## src/rtl/fetch_ctrl_if.sv

```systemverilog
// Fetch-side bundle: instruction bus request/response, redirect/predict inputs, decode buffer.
// Latency: none, wires only.
// Backpressure: decode stalls the buffer through dec_ready; the bus completes through iresp_data_ok.
interface fetch_ctrl_if;
    logic        ireq_valid;
    logic [63:0] ireq_addr;
    logic        iresp_data_ok;
    logic [31:0] iresp_data;
    logic        redirect_valid;
    logic [63:0] redirect_pc;
    logic [63:0] pred_pc;
    logic        dec_ready;
    logic        inst_valid;
    logic [31:0] inst;
    logic [63:0] inst_pc;
    logic [63:0] inst_pcplus4;

    // Fetch controller side
    modport master (
        output ireq_valid, ireq_addr, inst_valid, inst, inst_pc, inst_pcplus4,
        input  iresp_data_ok, iresp_data, redirect_valid, redirect_pc, pred_pc, dec_ready
    );

    // Bus / execute / decode side
    modport slave (
        input  ireq_valid, ireq_addr, inst_valid, inst, inst_pc, inst_pcplus4,
        output iresp_data_ok, iresp_data, redirect_valid, redirect_pc, pred_pc, dec_ready
    );
endinterface

```

## src/rtl/fetch_ctrl.sv

```systemverilog
// Instruction fetch controller: one outstanding request, one-entry output buffer, redirect draining.
// Latency: instruction visible 1 cycle after iresp_data_ok; next request 1 cycle after decode accepts.
// Backpressure: no new request while the buffer is held for decode; stale responses drained in DROP.
module fetch_ctrl #(
    parameter logic [63:0] PCINIT = 64'h0000_0000_8000_0000
) (
    input logic          clk,
    input logic          reset,
    fetch_ctrl_if.master fbus
);

    typedef enum logic [1:0] {FETCH, HOLD, DROP} state_t;

    state_t      state_q, state_nxt;
    logic [63:0] pc_q, pc_nxt;
    logic [63:0] req_addr_q, req_addr_nxt;
    logic        inst_valid_q, inst_valid_nxt;
    logic [31:0] inst_q, inst_nxt;
    logic [63:0] inst_pc_q, inst_pc_nxt;
    logic [63:0] inst_pcplus4_q, inst_pcplus4_nxt;

    // Request is live in FETCH and DROP; the address only moves when a response completes
    assign fbus.ireq_valid   = (state_q != HOLD);
    assign fbus.ireq_addr    = req_addr_q;
    assign fbus.inst_valid   = inst_valid_q;
    assign fbus.inst         = inst_q;
    assign fbus.inst_pc      = inst_pc_q;
    assign fbus.inst_pcplus4 = inst_pcplus4_q;

    // State and datapath registers, reset has priority over everything
    always_ff @(posedge clk) begin
        if (reset) begin
            state_q        <= FETCH;
            pc_q           <= PCINIT;
            req_addr_q     <= PCINIT;
            inst_valid_q   <= 1'b0;
            inst_q         <= 32'd0;
            inst_pc_q      <= 64'd0;
            inst_pcplus4_q <= 64'd0;
        end else begin
            state_q        <= state_nxt;
            pc_q           <= pc_nxt;
            req_addr_q     <= req_addr_nxt;
            inst_valid_q   <= inst_valid_nxt;
            inst_q         <= inst_nxt;
            inst_pc_q      <= inst_pc_nxt;
            inst_pcplus4_q <= inst_pcplus4_nxt;
        end
    end

    // Next-state and datapath selection
    always_comb begin
        state_nxt        = state_q;
        pc_nxt           = pc_q;
        req_addr_nxt     = req_addr_q;
        inst_valid_nxt   = inst_valid_q;
        inst_nxt         = inst_q;
        inst_pc_nxt      = inst_pc_q;
        inst_pcplus4_nxt = inst_pcplus4_q;
        case (state_q)
            FETCH: begin
                if (fbus.redirect_valid) begin
                    pc_nxt = fbus.redirect_pc;
                    if (fbus.iresp_data_ok) begin
                        // response belongs to the wrong path: drop it and refetch at once
                        req_addr_nxt = fbus.redirect_pc;
                    end else begin
                        // request still in flight: keep its address until it completes
                        state_nxt = DROP;
                    end
                end else if (fbus.iresp_data_ok) begin
                    inst_nxt         = fbus.iresp_data;
                    inst_pc_nxt      = req_addr_q;
                    inst_pcplus4_nxt = req_addr_q + 64'd4;
                    inst_valid_nxt   = 1'b1;
                    state_nxt        = HOLD;
                end
            end
            HOLD: begin
                // redirect wins over decode acceptance; bus responses are ignored here
                if (fbus.redirect_valid) begin
                    inst_valid_nxt = 1'b0;
                    pc_nxt         = fbus.redirect_pc;
                    req_addr_nxt   = fbus.redirect_pc;
                    state_nxt      = FETCH;
                end else if (fbus.dec_ready) begin
                    inst_valid_nxt = 1'b0;
                    pc_nxt         = fbus.pred_pc;
                    req_addr_nxt   = fbus.pred_pc;
                    state_nxt      = FETCH;
                end
            end
            DROP: begin
                // latest redirect target wins; the stale response never reaches the buffer
                if (fbus.redirect_valid) begin
                    pc_nxt = fbus.redirect_pc;
                end
                if (fbus.iresp_data_ok) begin
                    req_addr_nxt = fbus.redirect_valid ? fbus.redirect_pc : pc_q;
                    state_nxt    = FETCH;
                end
            end
            default: begin
                state_nxt = FETCH;
            end
        endcase
    end

endmodule

```

## src/flat_wrapper.sv

```systemverilog
// flat-port wrapper written by rule: the top's interface ports become plain ports
module fetch_ctrl_flat 
#(
    parameter logic [63:0] PCINIT = 64'h0000_0000_8000_0000
)
  (clk, reset, fbus_ireq_valid, fbus_ireq_addr, fbus_inst_valid, fbus_inst, fbus_inst_pc, fbus_inst_pcplus4, fbus_iresp_data_ok, fbus_iresp_data, fbus_redirect_valid, fbus_redirect_pc, fbus_pred_pc, fbus_dec_ready);
  fetch_ctrl_if fbus_i ();
  input logic clk;
  input logic reset;
  output wire logic [$bits(fbus_i.ireq_valid)-1:0] fbus_ireq_valid;
  output wire logic [$bits(fbus_i.ireq_addr)-1:0] fbus_ireq_addr;
  output wire logic [$bits(fbus_i.inst_valid)-1:0] fbus_inst_valid;
  output wire logic [$bits(fbus_i.inst)-1:0] fbus_inst;
  output wire logic [$bits(fbus_i.inst_pc)-1:0] fbus_inst_pc;
  output wire logic [$bits(fbus_i.inst_pcplus4)-1:0] fbus_inst_pcplus4;
  input wire logic [$bits(fbus_i.iresp_data_ok)-1:0] fbus_iresp_data_ok;
  input wire logic [$bits(fbus_i.iresp_data)-1:0] fbus_iresp_data;
  input wire logic [$bits(fbus_i.redirect_valid)-1:0] fbus_redirect_valid;
  input wire logic [$bits(fbus_i.redirect_pc)-1:0] fbus_redirect_pc;
  input wire logic [$bits(fbus_i.pred_pc)-1:0] fbus_pred_pc;
  input wire logic [$bits(fbus_i.dec_ready)-1:0] fbus_dec_ready;
  assign fbus_ireq_valid = fbus_i.ireq_valid;
  assign fbus_ireq_addr = fbus_i.ireq_addr;
  assign fbus_inst_valid = fbus_i.inst_valid;
  assign fbus_inst = fbus_i.inst;
  assign fbus_inst_pc = fbus_i.inst_pc;
  assign fbus_inst_pcplus4 = fbus_i.inst_pcplus4;
  assign fbus_i.iresp_data_ok = fbus_iresp_data_ok;
  assign fbus_i.iresp_data = fbus_iresp_data;
  assign fbus_i.redirect_valid = fbus_redirect_valid;
  assign fbus_i.redirect_pc = fbus_redirect_pc;
  assign fbus_i.pred_pc = fbus_pred_pc;
  assign fbus_i.dec_ready = fbus_dec_ready;
  fetch_ctrl #(.PCINIT(PCINIT)) u_core (.clk(clk), .reset(reset), .fbus(fbus_i));
endmodule
```

## config.mk

```make
export PLATFORM = sky130hd
export DESIGN_NAME = fetch_ctrl_flat
export DESIGN_NICKNAME = d
export VERILOG_FILES = /design/src/rtl/fetch_ctrl_if.sv /design/src/rtl/fetch_ctrl.sv /design/src/flat_wrapper.sv
export SDC_FILE = /design/constraint.sdc
export NUM_CORES = 1
export LEC_CHECK = 0
export ABC_AREA = 1
export CORE_MARGIN = 1.5
export CORE_UTILIZATION = 40
export DETAILED_ROUTE_END_ITERATION = 10
export MAX_ROUTING_LAYER = met4
export PLACE_DENSITY = 0.68
export SETUP_SLACK_MARGIN = 0.1
export SKIP_CTS_REPAIR_TIMING = 1
export SLEW_MARGIN = 40
export SYNTH_ARGS = -nofsm -noshare
export SYNTH_HDL_FRONTEND = slang
export SYNTH_SLANG_ARGS = --single-unit
export TNS_END_PERCENT = 50
```

## constraint.sdc

```tcl
create_clock -name clk -period 2.9 [get_ports clk]
set_input_delay 0.435 -clock clk [delete_from_list [all_inputs] [get_ports clk]]
set_output_delay 0.435 -clock clk [all_outputs]
set_load 0.1 [all_outputs]
```

==> run metrics <==
status=finished clean; P_int=8.524 mW; Logic pwr share=36.5%; HP Class=in -> reg; clock skew=0.02034 ns; num rows=70; final worst path period share=83.15%; DR WL met3=4.963 mm; Initial Util=40.83%; routed length per instance=18.82 um; nets=2878; setup_tns=0 ns; WL final=60.28 mm; CP max FO=67; sw frac=43.07%; CP peak stage delay=0.66 ns; Seq/Total Area, Yosys=38.52%; die height=196.8 um; final hold vios=0; GP Congestion=0.9336; insertion delay to the later sink of the worst-skew pair=0.52 ns; largest net degree at the start of global routing=129; Core ar.=0.03679 mm2; Clock Tree Buf Depth=3; Seq cells post-synth=289; Synth-to-Final Area Change=31.75%; Worst-Margin Slew=0.8481 ns; Total Die Area=0.03872 mm2; buffer and inverter count on the worst path=2; # port buffers=390; YS warnings=0; Reg power frac=33.7%; hold_ws=0.3709 ns; Synth Cell Area=0.01502 mm2; most common cell after layout, fill and taps aside=nand2_1; Synth area leaders=dfxtp_1, nand2_1, a21oi_1; FF/Latch Area=0.005786 mm2; Startpoint Class=register; Crit Path Category=reg -> reg; Syn Inst Count=2412; RSZ-0062 raised after global routing=false; fmax=414.7 MHz; Switch Pwr=6.449 mW; critical path data arrival time=2.76 ns; Overall Global Routing Usage=31.28%; endpoints failing setup=0; clock root buffer master=clkbuf_16; area share of the leading cell type in the synthesized netlist=38.52%; share of cells above drive strength 1=12.03%; H-tree depth=2; DR top layer=met4; footprint of the multi-input gates=0.008157 mm2; grt ovf=0; critical path, cell by cell=inv_1, ha_2, nand2_1, nand2_2, buf_4, a21oi_1, o21ai_0, a21oi_1; Layout fillers=3665; Detailed Routing Iterations Pass 1=6; Setup crit end kind=register; Cell Pwr Density=756.6 mW/mm2; clock buffer count from CTS=34; Critical Path Most Common Cell=a21oi_1; CP top delay family=buffers and inverters; TritonCTS clock tree=done; Post-route DRC=0; synth unique cells=35; most frequent cells in the layout=nand2_1, dfxtp_1, nor2_1; mean post-synth cell area=6.227 um2; Ports=391; max-cap check violation count=0; initial DRC count=1653; n_diodes=0; Die X=196.8 um; pins over their slew limit=0; metal2 WL=27.51 mm; clock period minus final worst setup slack=2.411 ns; global-route wire length before repair=92.80 mm; vias in the first global route=16540; Net Count, Synth=2581; slew margin rel.=43.46%; CP required=3.25 ns; Clock power frac=29.8%; Detail Route Antenna Nets=0; DP HPWL=42.21 mm; CTS Sinks=289; Pleak=8.765 nW; clk slew on worst S/H paths=0.06 ns; CP max stage cell=buf_4; Vias per Instance=5.434; Max IR drop VDD=0.5982 mV; wl on met1=25.26 mm; vias=17400; Synth area leader=dfxtp_1; initial antenna violation count=0
[worst paths after layout]
path / start / endpoint / slack (ns) / cells past startpoint
hold reg to reg: u_core.fbus.inst_pc[9] / u_core.fbus.inst_pc[9] / 0.46 / 2
setup reg to reg: u_core.state_q[1] / u_core.pc_q[59] / 0.49 / 8
hold / removal: fbus_redirect_valid / u_core.fbus.inst_valid / 0.37 / 4
setup / recovery: u_core.state_q[1] / u_core.pc_q[59] / 0.49 / 8
[cell usage after synthesis]
master and n:
o211ai_1 9, a211oi_2 1, inv_2 3, a21boi_0 1, nor2_4 1, buf_6 7, nand3b_1 1, clkbuf_2 1
nand3_1 138, nand2b_1 1, buf_1 17, buf_2 41, a211oi_1 1, o221ai_1 1, nand4_1 7, dfxtp_1 289
xnor2_1 2, xor2_1 2, nand2_1 856, buf_4 3, o211a_1 2, nor2_1 285, a31oi_1 14, or2_1 1
nor2_2 2, inv_1 104, o21bai_1 15, o21ai_1 59, a21oi_1 218, o21ai_0 192, nor4_1 3, nor3_1 8
ha_1 4, o21a_1 32, clkbuf_1 91
[registers in the layout (all words and copies together), names as in the netlist]
| name | cells |
|---|---|
| u_core.fbus.inst_valid | 1 |
| u_core.pc_q | 64 |
| u_core.fbus.ireq_addr | 64 |
| u_core.fbus.inst_pcplus4 | 62 |
| u_core.fbus.inst | 32 |
| u_core.state_q | 2 |
| u_core.fbus.inst_pc | 64 |
[stage by stage]
step	instance area (um2)	worst slack [ns]	util (%)	cells	total power, mW
final	19790	0.4885	53.80	3202	14.97
after global routing	19790	0.2623	53.80	3202	15.57
after CTS	19790	0.5226	53.80	3202	15.01
after detailed placement	18620	0.4315	50.61	3141	10.55
after global placement	18610	0.4169	50.60	3141	10.49
after floorplan	15020	0.5002	-	2412	8.942
[power by group through the flow]
stage                     sequential, mW  combinational (mW)  clock [mW]
after floorplan                     7.14                1.80           0
after global placement              5.10                5.39           0
after detailed placement            5.11                5.44           0
after CTS                           5.03                5.46        4.52
after global routing                5.09                5.80        4.68
final                               5.04                5.46        4.47
[layout make-up]
type	instances	area share, %
flip-flops and latches	289	29.23
clock inverters	11	0.5437
inverters	107	2.086
clock buffers	50	5.380
multi-input cells	1856	41.22
well taps	468	2.959
repair buffers	421	18.58
[metal layers]
layer  vias up  GRT usage, %
met5         -             -
met4         0         12.67
met3       146         5.578
met2       765         49.22
met1      8045         39.71
li1       8444             -
[cell families (layout without fill, tap and decap cells)]
| logic type | after synthesis | in the layout | share of synthesized area (%) |
|---|---|---|---|
| AND/OR/NAND/NOR | 1303 | 1303 | 34.09 |
| AO/OA/AOI/OAI | 545 | 545 | 19.38 |
| flip-flops | 289 | 289 | 38.52 |
| buffers and inverters | 267 | 589 | 7.447 |
| adder cells (fa/ha/maj) | 4 | 4 | 0.3332 |
| XOR/XNOR | 4 | 4 | 0.2333 |
[worst register-to-register path, stage by stage, from the launching register on]
cell and delay, ns:
dfxtp_1 0.32, inv_1 0.11, ha_2 0.43, nand2_1 0.23
nand2_2 0.15, buf_4 0.66, a21oi_1 0.14, o21ai_0 0.12
a21oi_1 0.09
Power figures use the tool's default switching activity.
